### config.mk
export PLATFORM = sky130hd
export DESIGN_NAME = pipeline_ctrl
export DESIGN_NICKNAME = d
export VERILOG_FILES = /design/src/rtl/pipeline_pkg.sv /design/src/rtl/pipeline_ctrl_hazard_detect.sv /design/src/rtl/pipeline_ctrl.sv
export SDC_FILE = /design/constraint.sdc
export NUM_CORES = 1
export LEC_CHECK = 0
export BUFFER_PORTS_ARGS = -buffer_cell sky130_fd_sc_hd__buf_2
export CORE_MARGIN = 10
export CORE_UTILIZATION = 30
export CTS_BUF_LIST = sky130_fd_sc_hd__clkbuf_2 sky130_fd_sc_hd__clkbuf_4 sky130_fd_sc_hd__clkbuf_8
export CTS_CLUSTER_SIZE = 30
export DETAILED_ROUTE_END_ITERATION = 8
export PLACE_DENSITY_LB_ADDON = 0.25
export REMOVE_ABC_BUFFERS = 1
export SYNTH_ARGS = -nofsm -noshare
export SYNTH_HDL_FRONTEND = slang
export SYNTH_HIERARCHICAL = 1
export SYNTH_SLANG_ARGS = --single-unit
### constraint.sdc
create_clock -name clk_i -period 8.3 [get_ports clk_i]
set_clock_uncertainty 0.1 [all_clocks]
set_input_delay 2.075 -clock clk_i [delete_from_list [all_inputs] [get_ports clk_i]]
set_output_delay 2.075 -clock clk_i [all_outputs]
set_load 0.03 [all_outputs]
### src/rtl/pipeline_pkg.sv
// pipeline_pkg: shared state encoding, MIPS opcode constants and operand-use helper
package pipeline_pkg;
  typedef enum logic [2:0] {S_IDLE, S_RUN, S_MEM_WAIT, S_DRAIN, S_HALTED} state_t;
  localparam logic [5:0] OP_RTYPE = 6'h00;
  localparam logic [5:0] OP_LW    = 6'h23;
  localparam logic [5:0] OP_SW    = 6'h2B;
  localparam logic [5:0] OP_BEQ   = 6'h04;
  localparam logic [5:0] OP_HALT  = 6'h3F;
  function automatic logic uses_rt(input logic [5:0] op);
    return op == OP_RTYPE || op == OP_SW || op == OP_BEQ;
  endfunction
endpackage

### src/rtl/pipeline_ctrl_hazard_detect.sv
// hazard_detect: load-use compare between the load in EX and the source operands in ID
module hazard_detect
  import pipeline_pkg::*;
(
  input  logic       idex_memread_i,
  input  logic [4:0] idex_rt_i,
  input  logic [5:0] ifid_op_i,
  input  logic [4:0] ifid_rs_i,
  input  logic [4:0] ifid_rt_i,
  output logic       lu_stall_o
);
  assign lu_stall_o = idex_memread_i && idex_rt_i != 5'd0 &&
                      (idex_rt_i == ifid_rs_i || (uses_rt(ifid_op_i) && idex_rt_i == ifid_rt_i));
endmodule

### src/rtl/pipeline_ctrl.sv
// pipeline_ctrl: 5-stage pipeline sequencer with stalls, flushes, memory waits, drain and perf counters
module pipeline_ctrl
  import pipeline_pkg::*;
#(
  parameter int CNT_W        = 32,
  parameter int MEM_TIMEOUT  = 255,
  parameter int DRAIN_CYCLES = 3
) (
  input  logic             clk_i,
  input  logic             rst_i,
  input  logic             start_i,
  input  logic [5:0]       ifid_op_i,
  input  logic [4:0]       ifid_rs_i,
  input  logic [4:0]       ifid_rt_i,
  input  logic             idex_memread_i,
  input  logic [4:0]       idex_rt_i,
  input  logic             branch_taken_i,
  input  logic             exmem_memread_i,
  input  logic             exmem_memwrite_i,
  input  logic             dmem_ready_i,
  output logic             pc_write_o,
  output logic             ifid_write_o,
  output logic             ifid_flush_o,
  output logic             idex_write_o,
  output logic             idex_bubble_o,
  output logic             exmem_write_o,
  output logic             memwb_bubble_o,
  output logic             dmem_req_o,
  output logic             running_o,
  output logic             halted_o,
  output logic             mem_err_o,
  output logic [CNT_W-1:0] cycle_cnt_o,
  output logic [CNT_W-1:0] stall_cnt_o
);
  localparam logic [31:0] TO = 32'(MEM_TIMEOUT);
  localparam logic [31:0] DC = 32'(DRAIN_CYCLES);
  state_t           state_q;
  logic [31:0]      wait_q, drain_q;
  logic [CNT_W-1:0] cycle_q, stall_q, cycle_d, stall_d;
  logic             err_q, lu, mem_req, mem_hold, frz_run, go, dr_go, hlt, timeout, active, stall_inc;
  hazard_detect u_hazard (
    .idex_memread_i(idex_memread_i),
    .idex_rt_i     (idex_rt_i),
    .ifid_op_i     (ifid_op_i),
    .ifid_rs_i     (ifid_rs_i),
    .ifid_rt_i     (ifid_rt_i),
    .lu_stall_o    (lu)
  );
  // go: the pipeline advances normally this cycle; dr_go: a drain cycle that advances
  assign mem_req   = exmem_memread_i | exmem_memwrite_i;
  assign mem_hold  = mem_req & ~dmem_ready_i;
  assign frz_run   = state_q == S_RUN & mem_hold;
  assign go        = (state_q == S_RUN & ~mem_hold) | (state_q == S_MEM_WAIT & dmem_ready_i);
  assign dr_go     = state_q == S_DRAIN & ~mem_hold;
  assign hlt       = state_q == S_RUN & go & ~lu & ifid_op_i == OP_HALT;
  assign timeout   = TO != 32'd0 && wait_q + 32'd1 == TO;
  assign active    = state_q == S_RUN | state_q == S_MEM_WAIT | state_q == S_DRAIN;
  assign stall_inc = state_q == S_MEM_WAIT | (go & lu);
  assign cycle_d   = cycle_q + {{(CNT_W-1){1'b0}}, active && cycle_q != '1};
  assign stall_d   = stall_q + {{(CNT_W-1){1'b0}}, stall_inc && stall_q != '1};
  assign pc_write_o     = go & ~lu & ~hlt;
  assign ifid_write_o   = go & ~lu;
  assign ifid_flush_o   = go & ~lu & (branch_taken_i | hlt);
  assign idex_write_o   = go | dr_go;
  assign idex_bubble_o  = go ? (lu | hlt) : ~(frz_run | state_q == S_MEM_WAIT);
  assign exmem_write_o  = go | dr_go;
  assign memwb_bubble_o = ~(go | dr_go);
  assign dmem_req_o     = state_q == S_MEM_WAIT | ((state_q == S_RUN | state_q == S_DRAIN) & mem_req);
  assign running_o      = state_q == S_RUN | state_q == S_MEM_WAIT;
  assign halted_o       = state_q == S_HALTED;
  assign mem_err_o      = err_q;
  assign cycle_cnt_o    = cycle_q;
  assign stall_cnt_o    = stall_q;
  // sequencer state, wait/drain counters, sticky error and saturating perf counters
  always_ff @(posedge clk_i) begin
    if (rst_i) begin
      state_q <= S_IDLE;
      wait_q  <= '0;
      drain_q <= '0;
      err_q   <= 1'b0;
      cycle_q <= '0;
      stall_q <= '0;
    end else begin
      cycle_q <= cycle_d;
      stall_q <= stall_d;
      case (state_q)
        S_IDLE: if (start_i) state_q <= S_RUN;
        S_RUN: begin
          if (mem_hold) begin
            state_q <= S_MEM_WAIT;
            wait_q  <= '0;
          end else if (hlt) begin
            state_q <= S_DRAIN;
            drain_q <= '0;
            wait_q  <= '0;
          end
        end
        S_MEM_WAIT: begin
          if (dmem_ready_i) begin
            state_q <= S_RUN;
            wait_q  <= '0;
          end else begin
            wait_q <= wait_q + 32'd1;
            if (timeout) begin
              err_q   <= 1'b1;
              state_q <= S_HALTED;
            end
          end
        end
        S_DRAIN: begin
          if (mem_hold) begin
            wait_q <= wait_q + 32'd1;
            if (timeout) begin
              err_q   <= 1'b1;
              state_q <= S_HALTED;
            end
          end else begin
            wait_q  <= '0;
            drain_q <= drain_q + 32'd1;
            if (drain_q + 32'd1 >= DC) state_q <= S_HALTED;
          end
        end
        default: ;
      endcase
    end
  end
endmodule
==> reports/metrics.csv, run 1 <==
metric,value,unit
Die H,180,um
Initial Util,30.6,%
drc violations,0,
die area,32500,um^2
crit path kind,in -> out,
TritonCTS clock tree,built,
core outline area,25200,um^2
DRT Pass-1 Iters,5,
DIE WIDTH,180,um
Post-synth EDFFs,0,
final period utilization,81.3,%
largest net degree at the start of global routing,69,
final total power,1470,uW
Total Routing Usage GR,13.0,%
row count,58,
Fin Setup TNS,0,ns
HP Class,reg -> reg,
Sw Ratio,31.3,%
Fin. Hold Viols,0,
power density cells,166,nW/um^2
num ports,104,
combinational share of power,15.4,%
CTS root buffer,clkbuf_8,
#FFs+latches synth,132,
cell-internal power,1010,uW
1st-iter DRT viols,507,
antenna violations before repair,1,
Clock power frac,39.7,%
share of cells above drive strength 1,14.5,%
routed vias,7463,
Yosys top cell area share,34.3,%
Skew-Pair Late Insertion Delay,0.45,ns
min Tclk post-route,6.75,ns
critical path required time,6.12,ns
CP max FO,5,
total gr overflow,0,
Max transition margin,22.7,%
DP HPWL,15000,um
register area share after synthesis,34.3,%
RSZ-0062 raised after global routing,no,
fin worst setup slack,1.55,ns
Yosys top cell by area,dfxtp_1,
clk sink count,132,
Fin Hold WS,0.384,ns
Slew @ Worst Pin,1.16,ns
f_max,0.148,GHz
P&R area growth vs syn,14.7,%
most frequent cells in the layout,"nor2_1 (157), dfxtp_1 (132), buf_2 (102)",
Max Buffers Root-to-Sink,2,
Yosys cell types,57,
vias per std cell,5.23,
sequential share of power,44.9,%
Max-Cap Viols,0,
hold_buf cts,0,
number of CTS-inserted buffers,17,
clk slew on worst S/H paths,0.08,ns
Setup Buffers After CTS,0,
Max IR drop VDD,0.0000934,V
Setup WS pre-CTS,1.64,ns
final max-slew violation count,0,
CP Launch Type,input port,
Worst Path Arrival,4.57,ns
Area contributors post-synth,"dfxtp_1 (34%), nor2_1 (7.7%), xor2_1 (5.7%)",
number of I/O port buffers,103,
cell count after synthesis,1023,
status,"finished, final reports clean",
"Avg Cell Area, Syn",7.52,um^2
critical path capture point type,output pin,
H-tree depth,4,
main flop type after synthesis,dfxtp_1,
vias in the first global route,6989,
"commonest non-fill, non-tap cell in the layout",nor2_1,
RD Place Congestion,0.835,
post-route ant nets,0,
switching power,459,uW
P_leak,0.00314,uW
Async SR Flop Fraction,0,%
drt wl/cell,15.1,um
# diodes,0,
count of final setup violators,0,
first-pass GRT wire length,36100,um
mapped cell area,7700,um^2
Post-CTS Resized,0,
final design utilization,35.0,%
Yosys warning count,6,
final wirelength,21500,um
"Net count, final",1120,
-- critical path, stage by stage --
cell and delay (ns):
buf_2 0.12, or4_1 0.52, o21ai_1 0.13, a21oi_1 0.16
or3_1 0.45, nor4_1 0.64, nor3_1 0.12, a21oi_1 0.14
buf_2 0.21
-- cell families after synthesis --
kind of cell / after synthesis / share of synthesized area [%]
simple gates: 500 / 33.1
compound gates: 209 / 16.6
flops: 132 / 34.3
xor+xnor: 85 / 9.67
buf+inv: 84 / 4.32
fa+ha+maj: 8 / 1.30
mux: 5 / 0.683
-- sequential cells by signal, indices dropped and copies added, names as in the netlist --
register and cells:
cycle_cnt_o 32, drain_q 32, mem_err_o 1, stall_cnt_o 32, state_q 3, wait_q 32
-- synth_stat cells, types with 5 or more instances --
cell	count
a211oi_1	8
a21oi_1	71
a22oi_1	6
a311oi_1	17
a31oi_1	14
and2_1	9
and3_1	23
and4_1	17
buf_2	9
clkbuf_1	54
dfxtp_1	132
ha_1	8
inv_1	16
nand2_1	84
nand2b_1	7
nand3_1	55
nand3b_1	7
nand4_1	38
nor2_1	157
nor2b_1	6
nor3_1	29
nor4_1	22
o21ai_0	59
o21ai_1	5
or3_1	25
or4_1	7
xnor2_1	35
xor2_1	50
-- worst paths after layout --
path,startpoint,endpoint,slack [ns],cells past startpoint
max,idex_rt_i[1],idex_bubble_o,1.55,9
min,mem_err_o,mem_err_o,0.38,2
min reg2reg,mem_err_o,mem_err_o,0.38,2
max reg2reg,state_q[1],cycle_cnt_o[30],4.73,12
-- metrics by stage --
step           std cells  instance area, um^2
6_report            1426                 8820
5_1_grt             1426                 8820
4_1_cts             1426                 8820
3_5_place_dp        1394                 8410
3_3_place_gp        1394                 8410
2_1_floorplan        955                 7420
-- layout make-up --
type                            instances  area, um^2
Fill cell                            2656       16400
Multi-Input combinational cell        807        4730
Sequential cell                       132        2640
Timing Repair Buffer                  109         563
Tap cell                              330         413
Clock buffer                           17         234
Clock inverter                         15         180
Inverter                               16        60.1
-- power by group through the flow --
stage | logic [uW] | registers, uW | clock network, uW
floorplan | 132 | 677 | 0
global route | 249 | 661 | 629
global placement | 224 | 673 | 0
detailed placement | 226 | 673 | 0
CTS | 227 | 658 | 601
finish | 225 | 659 | 582
-- routing by layer --
layer	global-route usage (%)	vias to the layer above	part of all wire [%]
li1	-	3791	-
met1	17.8	3541	50
met2	20.0	114	45
met3	3.11	15	4.1
met4	3.22	2	0.88
met5	0	-	0.061
Power figures use the tool's default switching activity.
==> run 2, diff against run 1 <==
clock period = 6.3 ns   (was 8.3 ns; I/O delays follow)
==> reports/metrics.csv, run 2 (synthesis gave the netlist of run 1 again) <==
metric,value,unit,change
status,"finished, final reports clean",,
drt wl/cell,15.1,um,+0.11%
most frequent cells in the layout,"nor2_1 (157), dfxtp_1 (132), buf_2 (102)",,
Slew @ Worst Pin,1.02,ns,-0.140 ns
Crit-path slowest cell,or4_1,,
vias per std cell,5.18,,-0.96%
CP Launch Type,input port,,
Total Routing Usage GR,12.9,%,-0.12 points
share of cells above drive strength 1,14.7,%,+0.16 points
final period utilization,89.2,%,
Placed Cells,1396,,+0.14%
final total power,1940,uW,+33%
DP HPWL,15200,um,+1.2%
critical path's largest stage delay,0.53,ns,-0.11 ns
Max Buffers Root-to-Sink,2,,unchanged
H-tree depth,4,,unchanged
hold_buf cts,0,,unchanged
Die H,180,um,unchanged
post-route ant nets,0,,unchanged
met2 WL post-DR,9740,um,+0.65%
sequential share of power,44.7,%,-0.2 points
core outline area,25200,um^2,unchanged
Worst Path Arrival,3.95,ns,-0.62 ns
Fin Hold WS,0.386,ns,+0.00250 ns
P&R area growth vs syn,14.9,%,
count of final setup violators,0,,unchanged
antenna violations before repair,1,,unchanged
RD Place Congestion,0.825,,-1.2%
critical path required time,4.62,ns,-1.50 ns
DIE WIDTH,180,um,unchanged
largest net degree at the start of global routing,94,,+36%
# diodes,0,,unchanged
RSZ-0062 raised after global routing,no,,
1st-iter DRT viols,507,,unchanged
clk sink count,132,,unchanged
f_max,0.178,GHz,
Fin. Hold Viols,0,,unchanged
TritonCTS clock tree,built,,
Layout fillers,2633,,-0.87%
Max-Cap Viols,0,,unchanged
number of CTS-inserted buffers,17,,unchanged
Fin Setup TNS,0,ns,unchanged
drc violations,0,,unchanged
Skew-Pair Late Insertion Delay,0.46,ns,about the same
combinational share of power,15.5,%,about the same
Setup Buffers After CTS,0,,unchanged
clk slew on worst S/H paths,0.08,ns,about the same
M1 WL,10700,um,-0.25%
P_leak,0.00315,uW,+0.46%
CP max FO,5,,unchanged
number of I/O port buffers,103,,unchanged
cell-internal power,1310,uW,+30%
Post-CTS Resized,0,,unchanged
Max Used Layer,met5,,
HP Class,reg -> reg,,
Initial Util,30.6,%,unchanged
final wirelength,21500,um,+0.25%
Clock power frac,39.8,%,about the same
crit path kind,in -> out,,
DRT Pass-1 Iters,5,,unchanged
total gr overflow,0,,unchanged
Max transition margin,32.1,%,+9.3 points
routed vias,7402,,-0.82%
final max-slew violation count,0,,unchanged
power density cells,220,nW/um^2,+32%
CP cell instances,buf_2 > or4_1 > o21ai_1 > a21oi_1 > or3_1 > nor4_1 > nor3_1 > a21oi_1 > buf_2,,
WL met3,854,um,-3.9%
"Net count, final",1122,,+0.18%
min Tclk post-route,5.62,ns,
Final Non-Filler Cells,1428,,+0.14%
Sw Ratio,32.7,%,+1.4 points
CTS root buffer,clkbuf_8,,
vias in the first global route,6915,,-1.1%
num ports,104,,unchanged
critical path capture point type,output pin,,
"commonest non-fill, non-tap cell in the layout",nor2_1,,
die area,32500,um^2,unchanged
switching power,636,uW,+38%
first-pass GRT wire length,36000,um,-0.17%
Max IR drop VDD,0.000117,V,+25%
row count,58,,unchanged
-- run 2: cell types whose count changed in the layout (fill, tap and decap cells not counted) --
cell | previous run | this run
inv_8 | 0 | 5
clkinv_2 | 3 | 0
buf_4 | 7 | 9
clkinv_4 | 3 | 1
inv_6 | 3 | 5
bufinv_16 | 3 | 2
clkinvlp_4 | 3 | 2
-- run 2: final cells by class --
class                      count  area [um^2]  area share, %
timing repair buffer         111          578           6.54
inverter                      16         60.1          0.679
tap                          330          413           4.67
clock buffer                  17          234           2.65
clock inverter                15          184           2.08
multi-input combinational    807         4730           53.5
sequential                   132         2640           29.9
-- run 2: power groups by stage --
stage               Clock [uW]  Sequential, uW  Combinational, uW
floorplan                    0             892                174
global placement             0             888                301
detailed placement           0             887                303
CTS                        805             868                305
global route               838             872                332
finish                     774             868                300
-- run 2: final timing paths --
path                     start         endpoint  slack (ns)  cells past startpoint
hold / removal       mem_err_o        mem_err_o        0.39                      2
hold reg to reg      mem_err_o        mem_err_o        0.39                      2
setup reg to reg    state_q[1]  cycle_cnt_o[30]        2.69                     12
setup / recovery  idex_rt_i[1]    idex_bubble_o        0.68                      9
-- run 2: per-layer routing --
layer | GRT usage, % | vias up
met5 | 0 | -
met4 | 3.08 | 2
met3 | 3.19 | 21
met2 | 20.4 | 129
met1 | 17.2 | 3448
li1 | - | 3802
-- run 2: worst max-delay path: cells and delay by family --
family	cells	cell delay, ns
buffers and inverters	2	0.33
and+or+nand+nor	4	1.60
AOI/OAI and AO/OA	3	0.44
-- run 2: metrics by stage --
stage          util, %  cell area [um^2]  setup WS, ns
2_1_floorplan        -              7420         0.143
3_3_place_gp      33.5              8430         0.726
3_5_place_dp      33.5              8430         0.633
4_1_cts           35.1              8840         0.631
5_1_grt           35.1              8840         0.483
6_report          35.1              8840         0.678
